### src/rtl/count_sched.sv
// Two-requester shared counter with round-robin arbitration and a run/finish handshake.
// Define COUNT_SCHED_FIXED_PRIO_EN to make requester 0 win every tie (fixed priority).
module count_sched #(
  parameter int WIDTH = 4
) (
  input  logic             CLK,
  input  logic             RESETN,
  input  logic [1:0]       REQ,
  input  logic [WIDTH-1:0] LEN0,
  input  logic [WIDTH-1:0] LEN1,
  output logic [1:0]       GNT,
  output logic [WIDTH-1:0] O,
  output logic             TC,
  output logic [1:0]       DONE,
  output logic             BUSY
);

  localparam logic [1:0] S_IDLE = 2'd0;
  localparam logic [1:0] S_RUN  = 2'd1;
  localparam logic [1:0] S_FIN  = 2'd2;

  logic [1:0]       state;
  logic             owner;
  logic [WIDTH-1:0] len_q;
  logic [WIDTH-1:0] o_q;
  logic             winner;

`ifdef COUNT_SCHED_FIXED_PRIO_EN
  // Requester 0 wins whenever its bit is set, so LAST is not needed at all.
  assign winner = ~REQ[0];
`else
  logic last;

  // NOTE: always_comb assigns a default first so no path can infer a latch.
  always_comb begin
    winner = ~REQ[0];
    if (REQ == 2'b11) winner = ~last;
  end
`endif

  // NOTE: sequential state uses non-blocking assignments only, so every
  // register samples the pre-edge values of its peers.
  always_ff @(posedge CLK) begin
    if (!RESETN) begin
      state <= S_IDLE;
      owner <= 1'b0;
      len_q <= '0;
      o_q   <= '0;
`ifndef COUNT_SCHED_FIXED_PRIO_EN
      last  <= 1'b1;
`endif
    end else begin
      case (state)
        S_IDLE: begin
          if (|REQ) begin
            owner <= winner;
            len_q <= winner ? LEN1 : LEN0;
            o_q   <= '0;
            state <= S_RUN;
          end
        end
        S_RUN: begin
          // Owner withdrawing its request takes priority over completion.
          if (!REQ[owner]) begin
            o_q   <= '0;
            state <= S_IDLE;
          end else if (o_q == len_q) begin
            state <= S_FIN;
          end else begin
            o_q <= o_q + WIDTH'(1);
          end
        end
        S_FIN: begin
`ifndef COUNT_SCHED_FIXED_PRIO_EN
          last  <= owner;
`endif
          state <= S_IDLE;
        end
        default: state <= S_IDLE;
      endcase
    end
  end

  assign O    = o_q;
  assign BUSY = (state != S_IDLE);
  assign TC   = (state == S_RUN) && (o_q == len_q);
  assign GNT  = (state == S_RUN) ? (owner ? 2'b10 : 2'b01) : 2'b00;
  assign DONE = (state == S_FIN) ? (owner ? 2'b10 : 2'b01) : 2'b00;

endmodule

### config.mk
export PLATFORM = sky130hd
export DESIGN_NAME = count_sched
export DESIGN_NICKNAME = d
export VERILOG_FILES = /design/src/rtl/count_sched.sv
export SDC_FILE = /design/constraint.sdc
export NUM_CORES = 1
export LEC_CHECK = 0
export ABC_AREA = 1
export BUFFER_PORTS_ARGS = -buffer_cell sky130_fd_sc_hd__buf_2
export CAP_MARGIN = 20
export CELL_PAD_IN_SITES_DETAIL_PLACEMENT = 0
export CELL_PAD_IN_SITES_GLOBAL_PLACEMENT = 1
export CORE_AREA = 2 2 52 54
export DETAILED_ROUTE_END_ITERATION = 16
export DIE_AREA = 0 0 54 56
export HOLD_SLACK_MARGIN = 0.05
export PLACE_DENSITY = 0.73
export SLEW_MARGIN = 40
export SYNTH_ARGS = -nofsm -noshare
export SYNTH_HDL_FRONTEND = slang
export SYNTH_SLANG_ARGS = --single-unit
### constraint.sdc
create_clock -name CLK -period 1 [get_ports CLK]
set_input_delay 0.15 -clock CLK [delete_from_list [all_inputs] [get_ports CLK]]
set_output_delay 0.15 -clock CLK [all_outputs]
set_load 0.05 [all_outputs]
* After elaboration in Yosys (flattened, before gate mapping)
Cells that the tools add are included.
Word-level totals: word-level logic and storage cells 39, output and inout bits 10, input bits 12, register bits after elaboration 12
Cells by class: $lt $le $gt $ge 1, bitwise operators 2, reduce and logical (&&, ||, !) cells 8, eq/ne operators 7, add/sub/neg operators 1, multiplexer cells 15
Operators by type and width (count):
- 2-to-1 mux 4 bit | 4
- 2-to-1 mux 2 bit | 6
- case mux 4 bit (2 select lines) | 1
- != test 3 bit (second input constant) | 2
- adder 4 x 1 -> 4 bit (second input constant) | 1
- == test 2 bit (second input constant) | 2
- == test 4 bit | 1
- case mux 2 bit (2 select lines) | 1
- AND reduction 2 bit | 2
- nonzero test 2 bit | 2
- 2-to-1 mux 1 bit | 3
- AND reduction 3 bit | 1
- == test 2 x 1 -> 1 bit (second input constant) | 1
- logical NOT 2 bit | 1
- < comparator 1 x 2 -> 1 bit (second input constant) | 1
- != test 2 bit (second input constant) | 1
- NOT 1 bit | 2
- OR reduction 2 bit | 1
- logical AND 1 bit | 1

* Logic depth before layout (Yosys ltp)
Gate-level depths: netlist (run 1).
word-level depth 4, gate-level depth with buffers 9, depth with buffers taken out 9

* Least setup slack after synthesis (run 1)
No wires, ideal clock.
path kind register to output, from register o_q[0], in the netlist O[0], to output TC, cell stages (with the launch flop) 7, buffers on the path 0, setup slack -975 ps, arrival 1825 ps, data required time 850 ps, cells stage by stage dfxtp_1 inv_1 nand2_1 nand2_1 nor2_1 nand2_1 nor2_1
Between the ends: cells in the longest elaborated chain, start to end 2
RTL lines:
- from (decl) | line 25 | logic [WIDTH-1:0] o_q;
- from (signal assigned) | line 70 | o_q <= o_q + WIDTH'(1);
- == test 4 bit | line 86 | assign TC = (state == S_RUN) && (o_q == len_q);
- logical AND 1 bit | line 86
- to (decl) | line 13 | output logic TC,
Every way passes these cells.

* Worst setup path after layout (run 1)
Same ends and word-level chain as after synthesis.

==> impl_metrics.yaml, run 1 <==
synth:
  ys_seq_area_share_pct: 34.66
  ys_top_cells_by_area: "dfxtp_1 35%, nand2_1 17%, inv_1 10%"
  ys_ff_latch: 12
  ys_warn_count: 0
  netlist_area_um2: 693.2
  synth_largest_area_cell: "dfxtp_1"
  synth_top_area_share_pct: 34.66
  syn_inst: 106
  synth.net_count: 119
  yosysUniqueCellTypes: 19
  avgSynthCellArea_um2: 6.539
timing:
  min_period_ns: 1.439
  fin_ws_ns: -0.4394
  min_period_over_period_pct: 143.9
  max_freq_mhz: 694.7
  setup-violations-final: 21
  max_slew.worst_pin.slew_ns: 0.3773
  drv_slew: 0
  rsz0062_at_grt: "yes"
  slew_headroom_pct: 74.73
  final_hold_viol_count: 0
  fin_worst_skew_ns: 0.01118
job:
  maxCapViolCount: 0
finish:
  antenna_cells: 0
  area_growth_pct: 104.5
  drive_above_1_share_pct: 64.81
  fillCellCount: 222
  mostFrequentLayoutCell: "nand2_1"
  fin_nets: 176
  utilization_pct: 58.28
  layout_common_cells: "23 x nand2_1, 18 x buf_4, 16 x buf_6, 13 x inv_1, 11 x buf_2"
worst_setup_path:
  path_class: "reg -> out"
  cp-start-kind: "flop"
  cpMostUsedCell: "nand2_1"
  path_buf_inv: 2
  slowest_delay_ns: 0.38
  crit_path_top_delay_cell: "dfxtp_4"
  critical_path.cell_chain: "inv_2 > nand2_1 > nand2_1 > nor2_2 > nand2_2 > nor2_4 > buf_8"
  crit_family: "simple AND/OR/NAND/NOR gates"
  crit_arrival_ns: 1.29
  path_max_fanout: 4
  cp-end-kind: "output pin"
  required_ns: 0.85
clock_tree:
  cts_sinks: 12
  clk_path_buf_depth: 2
  cts_tree: "done"
  postCtsHoldBufs: 0
  clk_pin_slew_ns: 0.09
  cts_buffers: 3
  clockRootBuffer: "clkbuf_4"
  cts_max_level: 1
  clk_latency_ns: 0.28
die:
  chipWidth_um: 54
  start_util_pct: 28.50
  fp.dieH_um: 56
  core_um2: 2432
  io_pins: 22
  rows: 18
  die-area_um2: 3024
grt:
  grt_max_degree: 8
  grt.overflow.total: 0
  grt_pass1_wl_mm: 3.353
  grt_pass1_vias: 771
  antenna_found_initial: 0
  track_usage_pct: 15.23
hold_path:
  min_path_type: "in -> reg"
drt:
  drc: 0
  dr.pass1.iters: 4
  via_per_inst: 4.453
  drt_iter0_drc: 7
  ant_nets: 0
  avgRoutedWirePerCell_um: 11.45
  num_vias: 855
  drt_wl_total_mm: 2.198
place:
  hpwl_mm: 1.525
  port_buffers: 21
  place_congestion: 0.8059
power:
  leakage_nw: 0.6694
  vdd_drop_max_mv: 0.6745
  p_total_mw: 1.615
  power_density_nw_per_um2: 1140
status:
  outcome: "complete, but fails checks"
  violations: "setup timing"
[worst paths after layout]
kind	startpoint	endpoint	depth (start not counted)	slack (ns)
setup / recovery	O[0]	TC	7	-0.44
hold / removal	RESETN	O[0]	3	0.15
setup reg to reg	O[1]	O[2]	7	-0.34
hold reg to reg	last	last	2	0.52
[metrics by stage]
stage / setup WS [ns] / hold slack, ns / TNS, ns / area, µm² / instances
after global placement: -0.2167 / 0.4507 / -1.786 / 1101 / 180
after floorplan: -0.2773 / 0.2661 / -1.090 / 785.8 / 106
final: -0.4394 / 0.1550 / -4.181 / 1418 / 192
after CTS: -0.4140 / 0.1495 / -3.602 / 1309 / 188
after global routing: -0.5180 / 0.1654 / -5.396 / 1418 / 192
after detailed placement: -0.2399 / 0.4594 / -2.046 / 1101 / 180
[final cells by class]
type | count | area [µm²] | share of cell area, %
clock buffers | 3 | 22.52 | 1.589
clock inverters | 1 | 3.754 | 0.2648
flip-flops and latches | 12 | 267.8 | 18.89
inverters | 20 | 82.58 | 5.825
well taps | 30 | 37.54 | 2.648
repair buffers | 52 | 475.5 | 33.54
multi-input cells | 74 | 528.0 | 37.25
[state kept, by name (all words and copies together) (netlist names)]
name / cells
last: 1
owner: 1
O: 4
len_q: 4
state: 2
[timing repair]
item / in CTS / in global routing
setup buffers: 6 / 5
setup endpoints to repair: 22 / 22
pin swaps: 16 / 11
gates resized for setup: 48 / 22
[logic make-up (layout without fill, tap and decap cells)]
group	count (synthesis)	after routing	synth area share (%)
and+or+nand+nor	55	55	34.30
buffers and inverters	20	76	10.83
AOI/OAI and AO/OA	16	16	15.89
DFF	12	12	34.66
xor gates and xnor gates	2	2	2.528
adders and majority gates	1	1	1.805
[worst min-delay path: stages]
cell     delay (ns)
buf_2          0.14
nand2_1        0.08
nor2_1         0.04
[where the power goes]
part / switching [mW] / internal (mW)
Sequential: 0.0384 / 0.510
Clock: 0.177 / 0.145
Combinational: 0.386 / 0.358
Total: 0.602 / 1.01
[routing by layer]
| metal | global-route usage (%) | up-vias | share of wire [%] |
|---|---|---|---|
| li1 | - | 443 | - |
| met1 | 18.85 | 386 | 41 |
| met2 | 24.56 | 22 | 53 |
| met3 | 2.688 | 4 | 4.1 |
| met4 | 7.500 | 0 | 1.8 |
| met5 | 0 | - | 0 |
[synthesized netlist by cell type]
master    instances
a21oi_1           6
nand3b_1          1
o21ai_0           2
a21oi_2           1
o21ai_2           1
nor2_2            1
a31oi_1           1
nand3_1           7
nand2_1          31
xor2_1            2
nand2_2           4
inv_1            19
o211ai_1          4
dfxtp_1          12
inv_2             1
ha_1              1
nor2_1           10
a21oi_4           1
nand3_2           1
Note: power is estimated with default switching activity, not from simulation.
==> run 2, diff against run 1 <==
--- a/config.mk
+++ b/config.mk
@@ -5,16 +5,15 @@
 export SDC_FILE = /design/constraint.sdc
 export NUM_CORES = 1
 export LEC_CHECK = 0
-export ABC_AREA = 1
 export BUFFER_PORTS_ARGS = -buffer_cell sky130_fd_sc_hd__buf_2
 export CAP_MARGIN = 20
 export CELL_PAD_IN_SITES_DETAIL_PLACEMENT = 0
 export CELL_PAD_IN_SITES_GLOBAL_PLACEMENT = 1
-export CORE_AREA = 2 2 52 54
+export CORE_AREA = 5 5 52 54
 export DETAILED_ROUTE_END_ITERATION = 16
-export DIE_AREA = 0 0 54 56
+export DIE_AREA = 0 0 57 59
 export HOLD_SLACK_MARGIN = 0.05
-export PLACE_DENSITY = 0.73
+export PLACE_DENSITY = 0.74
 export SLEW_MARGIN = 40
 export SYNTH_ARGS = -nofsm -noshare
 export SYNTH_HDL_FRONTEND = slang
==> run 2 against run 1 <==
Compared with the run above: combinational power grew 41%; via count shrank 16%; flip-flop and latch count is the same; power grew 23%; global-route usage shrank 1.5 points; clock power is essentially flat; largest power group unchanged; the flow still finishes with violations (setup timing); final area shrank 4.9%; critical path depth shrank 3; first-iteration DRC count grew 57%; non-clock buffer count shrank 5; routed wire length shrank 2.2%; sequential share of layout area grew 1.1 points.
==> impl_metrics.yaml, run 2 <==
synth:
  yosys-top-cells-count: "13 x nor2_1, 12 x dfxtp_1, 5 x mux2i_1"
  async_flop_share_pct: 0
  yosysUniqueCellTypes: 32
  ys_top_cells_by_area: "dfxtp_1 36%, mux2i_1 7.4%, nor2_1 7.2%"
  synth_edf_count: 0
  synth_largest_area_cell: "dfxtp_1"
  synth_top_area_share_pct: 35.56
  avgSynthCellArea_um2: 9.255
  synth.net_count: 86
  syn_inst: 73
  ys_ff_latch: 12
  netlist_area_um2: 675.6
  ys.flop_type: "dfxtp_1"
  ys_seq_area_share_pct: 35.56
  ys_warn_count: 0
  synth.most_common_cell: "nor2_1"
worst_setup_path:
  reg2reg_slack_ns: -0.38
  required_ns: 0.85
  cp-start-kind: "flop"
  worstReg2RegStart: "O[0]"
  cp-end-kind: "output pin"
  path_max_fanout: 4
  rr_endpoint: "O[3]"
  reg2reg_depth: 5
  crit_arrival_ns: 1.27
  path_class: "reg -> out"
timing:
  setup-violations-final: 20
  final_hold_viol_count: 0
  worst_hold_slack_ns: 0.1959
  min_period_over_period_pct: 141.6
  drv_slew: 0
  min_period_ns: 1.416
  fin_worst_skew_ns: 0.005982
  fin_ws_ns: -0.4155
  slew_headroom_pct: 73.89
  fin_tns_setup_ns: -4.840
  max_slew.worst_pin.slew_ns: 0.3902
  max_freq_mhz: 706.4
  rsz0062_at_grt: "yes"
status:
  outcome: "complete, but fails checks"
  violations: "setup timing"
grt:
  grt_pass1_wl_mm: 3.463
  grt.overflow.total: 0
  grt_pass1_vias: 744
  grt_max_degree: 9
  track_usage_pct: 13.71
  antenna_found_initial: 0
die:
  start_util_pct: 31.14
  core_um2: 2170
  rows: 17
  fp.dieH_um: 59
  die-area_um2: 3363
  chipWidth_um: 57
  io_pins: 22
job:
  maxCapViolCount: 0
hold_path:
  hp-start: "LEN0[3]"
  min_path_type: "in -> reg"
  holdPathEnd: "len_q[3]"
  hold_depth: 3
power:
  p_total_mw: 1.993
  vdd_drop_max_mv: 0.8669
  leakage_nw: 0.5582
  power_density_nw_per_um2: 1479
finish:
  instances_no_fill: 153
  fin_nets: 139
  mostFrequentLayoutCell: "buf_4"
  drive_above_1_share_pct: 72.00
  area_growth_pct: 99.44
  antenna_cells: 0
  layout_common_cells: "17 x buf_4, 11 x buf_2, 11 x buf_6, 8 x buf_8, 7 x nor2_4"
clock_tree:
  clk_pin_slew_ns: 0.08
  cts_buffers: 3
  cts_tree: "done"
  cts_max_level: 1
  clk_path_buf_depth: 2
  cts_sinks: 12
  clockRootBuffer: "clkbuf_4"
  clk_latency_ns: 0.28
drt:
  ant_nets: 0
  via_per_inst: 4.680
  drc: 0
  drt_wl_total_mm: 2.150
  drt_iter0_drc: 11
  num_vias: 716
  avgRoutedWirePerCell_um: 14.05
  dr.pass1.iters: 4
place:
  pre_cts_ws_ns: -0.2747
  port_buffers: 21
  hpwl_mm: 1.300
  place_congestion: 0.7443
  dpl.cell_count: 136
run 2: cells by family after synthesis:
kind of cell	count (synthesis)	synth area share, %
simple gates	30	26.48
compound gates	16	17.41
flops	12	35.56
mux	5	7.408
fa+ha+maj	1	1.852
buf+inv	5	2.778
xor+xnor	4	8.519
run 2: report_power, final:
part / internal, mW / switching (mW)
Sequential: 0.540 / 0.0847
Clock: 0.145 / 0.175
Combinational: 0.546 / 0.504
Total: 1.23 / 0.763
run 2: worst max-delay path, stage by stage (launching register included):
cell,delay [ns]
dfxtp_4,0.37
xnor2_4,0.18
nand4_4,0.16
nor2_4,0.12
buf_8,0.15
run 2: final cells by class:
class                   count  area, µm²
clock buffers               3      22.52
clock inverters             1      3.754
well taps                  28      35.03
flip-flops and latches     12      269.0
repair buffers             47      426.7
inverters                   5      23.77
multi-input cells          57      566.8
fillers                   198      822.0
run 2: worst max path at each step:
stage	startpoint	to	slack, ns	depth (start not counted)
4_1_cts	O[3]	TC	-0.40	4
3_3_place_gp	len_q[2]	O[3]	-0.26	4
3_5_place_dp	O[0]	O[3]	-0.27	4
6_report	O[0]	TC	-0.42	4
2_1_floorplan	O[2]	O[3]	-0.31	4
5_1_grt	O[0]	TC	-0.49	4
run 2: repair_timing:
action / CTS / global route
setup endpoints to repair: 22 / 22
pin swaps: 8 / 7
hold buffers: 0 / 0
gates cloned: 1 / 0
setup buffers: 7 / 5
hold endpoints to repair: 0 / 0
gates resized for setup: 49 / 17
run 2: routing by layer:
layer	GRT usage, %	vias to the layer above	part of all wire, %
li1	-	363	-
met1	15.70	330	41
met2	24.96	21	52
met3	5.664	2	5.9
met4	0.9934	0	0.70
met5	0	-	0
run 2: stage by stage:
| step | instance area [µm²] | util (%) |
|---|---|---|
| floorplan | 728.2 | - |
| global placement | 973.4 | 44.87 |
| detailed placement | 973.4 | 44.87 |
| CTS | 1246 | 57.44 |
| global route | 1348 | 62.11 |
| finish | 1348 | 62.11 |
==> run 3, diff against run 2 <==
--- a/config.mk
+++ b/config.mk
@@ -5,15 +5,16 @@
 export SDC_FILE = /design/constraint.sdc
 export NUM_CORES = 1
 export LEC_CHECK = 0
+export ABC_AREA = 1
 export BUFFER_PORTS_ARGS = -buffer_cell sky130_fd_sc_hd__buf_2
 export CAP_MARGIN = 20
 export CELL_PAD_IN_SITES_DETAIL_PLACEMENT = 0
 export CELL_PAD_IN_SITES_GLOBAL_PLACEMENT = 1
-export CORE_AREA = 5 5 52 54
+export CORE_AREA = 5 5 55 57
 export DETAILED_ROUTE_END_ITERATION = 16
-export DIE_AREA = 0 0 57 59
+export DIE_AREA = 0 0 60 62
 export HOLD_SLACK_MARGIN = 0.05
-export PLACE_DENSITY = 0.74
+export PLACE_DENSITY = 0.73
 export SLEW_MARGIN = 40
 export SYNTH_ARGS = -nofsm -noshare
 export SYNTH_HDL_FRONTEND = slang
==> run 3 against run 2 <==
Compared with the run above: the flow still finishes with violations (setup timing); flip-flop and latch count unchanged; count of clock-buffer cells in the layout increased by 1; register-to-register slack got worse by 0.06 ns; critical path depth increased by 3; highest routed layer unchanged.
==> impl_metrics.yaml, run 3 (synthesized netlist as in run 1, its figures left out) <==
finish:
  area_growth_pct: 111.2
  drive_above_1_share_pct: 68.29
  layout_common_cells: "24 x nand2_1, 19 x buf_4, 17 x buf_6, 11 x inv_1, 11 x buf_2"
  fillCellCount: 208
  fin_area_um2: 1464
  fin_nets: 178
  regArea_um2: 264.0
  multi_input_area_um2: 556.8
  antenna_cells: 0
  mostFrequentLayoutCell: "nand2_1"
hold_path:
  hold_depth: 3
  min_path_type: "in -> reg"
  hp-start: "RESETN"
  holdPathEnd: "O[0]"
timing:
  drv_slew: 0
  worst_hold_slack_ns: 0.1562
  fin_ws_ns: -0.4572
  min_period_over_period_pct: 145.7
  min_period_ns: 1.457
  max_slew.worst_pin.slew_ns: 0.4691
  rsz0062_at_grt: "yes"
  fin_worst_skew_ns: 0.001963
  slew_headroom_pct: 68.58
  max_freq_mhz: 686.2
  final_hold_viol_count: 0
  setup-violations-final: 21
grt:
  grt_max_degree: 8
  grt_pass1_wl_mm: 3.726
  antenna_found_initial: 0
  track_usage_pct: 13.38
  grt.overflow.total: 0
  grt_pass1_vias: 882
worst_setup_path:
  cpMostUsedCell: "nand2_1"
  reg2reg_depth: 12
  reg2reg_slack_ns: -0.44
  path_class: "reg -> out"
  crit_path_top_delay_cell: "dfxtp_4"
  rr_endpoint: "O[0]"
  cp-start-kind: "flop"
  worstReg2RegStart: "O[3]"
  path_buf_inv: 2
  required_ns: 0.85
  crit_arrival_ns: 1.31
  critical_path.cell_chain: "inv_2 > nand2_1 > nand2_1 > nor2_2 > nand2_2 > nor2_4 > buf_8"
  cp-end-kind: "output pin"
  crit_family: "simple AND/OR/NAND/NOR gates"
  path_max_fanout: 3
  slowest_delay_ns: 0.37
power:
  leakage_nw: 0.6837
  power_density_nw_per_um2: 1133
  vdd_drop_max_mv: 0.9094
  p_total_mw: 1.658
clock_tree:
  clk_pin_slew_ns: 0.07
  cts_max_level: 1
  postCtsHoldBufs: 0
  clockRootBuffer: "clkbuf_4"
  cts_tree: "done"
  cts_buffers: 3
  clk_path_buf_depth: 2
  clk_latency_ns: 0.27
  cts_sinks: 12
drt:
  num_vias: 873
  drt_wl_total_mm: 2.302
  ant_nets: 0
  drc: 0
  drt_iter0_drc: 10
  dr.pass1.iters: 2
  via_per_inst: 4.500
  avgRoutedWirePerCell_um: 11.87
job:
  maxCapViolCount: 0
place:
  place_congestion: 0.7968
  postPlaceCellArea_um2: 1114
  port_buffers: 21
  pre_cts_ws_ns: -0.2590
  hpwl_mm: 1.640
die:
  die-area_um2: 3720
  fp.dieH_um: 62
  io_pins: 22
  start_util_pct: 28.50
  chipWidth_um: 60
  core_um2: 2432
  rows: 18
status:
  outcome: "complete, but fails checks"
  violations: "setup timing"
==> run 3: cell count changes in the layout (fill, tap and decap cells not counted), sizes merged, moves of 3 or more <==
cell,change
nand2,+31
inv,+15
buf,+7
nand3,+7
a21oi,+6
mux2i,-5
a211oi,-4
nor2,-4
xnor2,-4
nand2b,-3
o211ai,+3
==> run 3: worst reg2reg max path, cell delays in order, from the launching register on <==
cell and delay [ns]:
dfxtp_4 0.37, inv_2 0.03, nand2_1 0.04, nand2_1 0.05, nor2_2 0.18, nand2_2 0.11
buf_4 0.15, buf_6 0.10, buf_6 0.12, nand2_4 0.06, nand2_1 0.05, nand2_1 0.05
nor2_1 0.04
==> run 3: per-layer routing <==
metal | global-route usage (%) | up-vias | wire length, µm
met3 | 3.099 | 8 | 143
met4 | 6.962 | 0 | 61
met1 | 14.89 | 390 | 955
met2 | 23.77 | 25 | 1142
met5 | 0 | - | 0
li1 | - | 450 | -
==> run 3: layout make-up <==
type / count / area share [%]
Multi-Input combinational cell: 74 / 38.03
Timing Repair Buffer: 54 / 34.10
Sequential cell: 12 / 18.03
Inverter: 20 / 5.470
Clock buffer: 4 / 1.795
Tap cell: 30 / 2.564
==> run 3: worst max path at each step <==
stage | startpoint | end | slack, ns | depth (start not counted)
global placement | len_q[3] | TC | -0.23 | 7
global route | O[3] | TC | -0.54 | 7
CTS | O[2] | TC | -0.42 | 7
floorplan | O[0] | TC | -0.28 | 6
finish | O[3] | TC | -0.46 | 7
detailed placement | len_q[3] | TC | -0.26 | 7
==> run 3: metrics by stage <==
stage | utilization, % | setup TNS, ns | cells
2_1_floorplan | - | -1.090 | 106
3_3_place_gp | 45.78 | -2.008 | 180
3_5_place_dp | 45.78 | -2.337 | 180
4_1_cts | 56.17 | -4.155 | 191
5_1_grt | 60.19 | -5.945 | 194
6_report | 60.19 | -4.763 | 194
==> run 3: power breakdown <==
group	switching, mW	internal, mW	total (mW)
Combinational	0.415	0.389	0.804
Clock	0.154	0.154	0.309
Sequential	0.0337	0.512	0.546
Total	0.603	1.06	1.66
==> run 3: timing repair <==
item	CTS	global route
resized for setup	53	25
setup endpoints to repair	22	22
pin swaps	19	9
buffers inserted	8	6
endpoints found under the hold margin	0	0
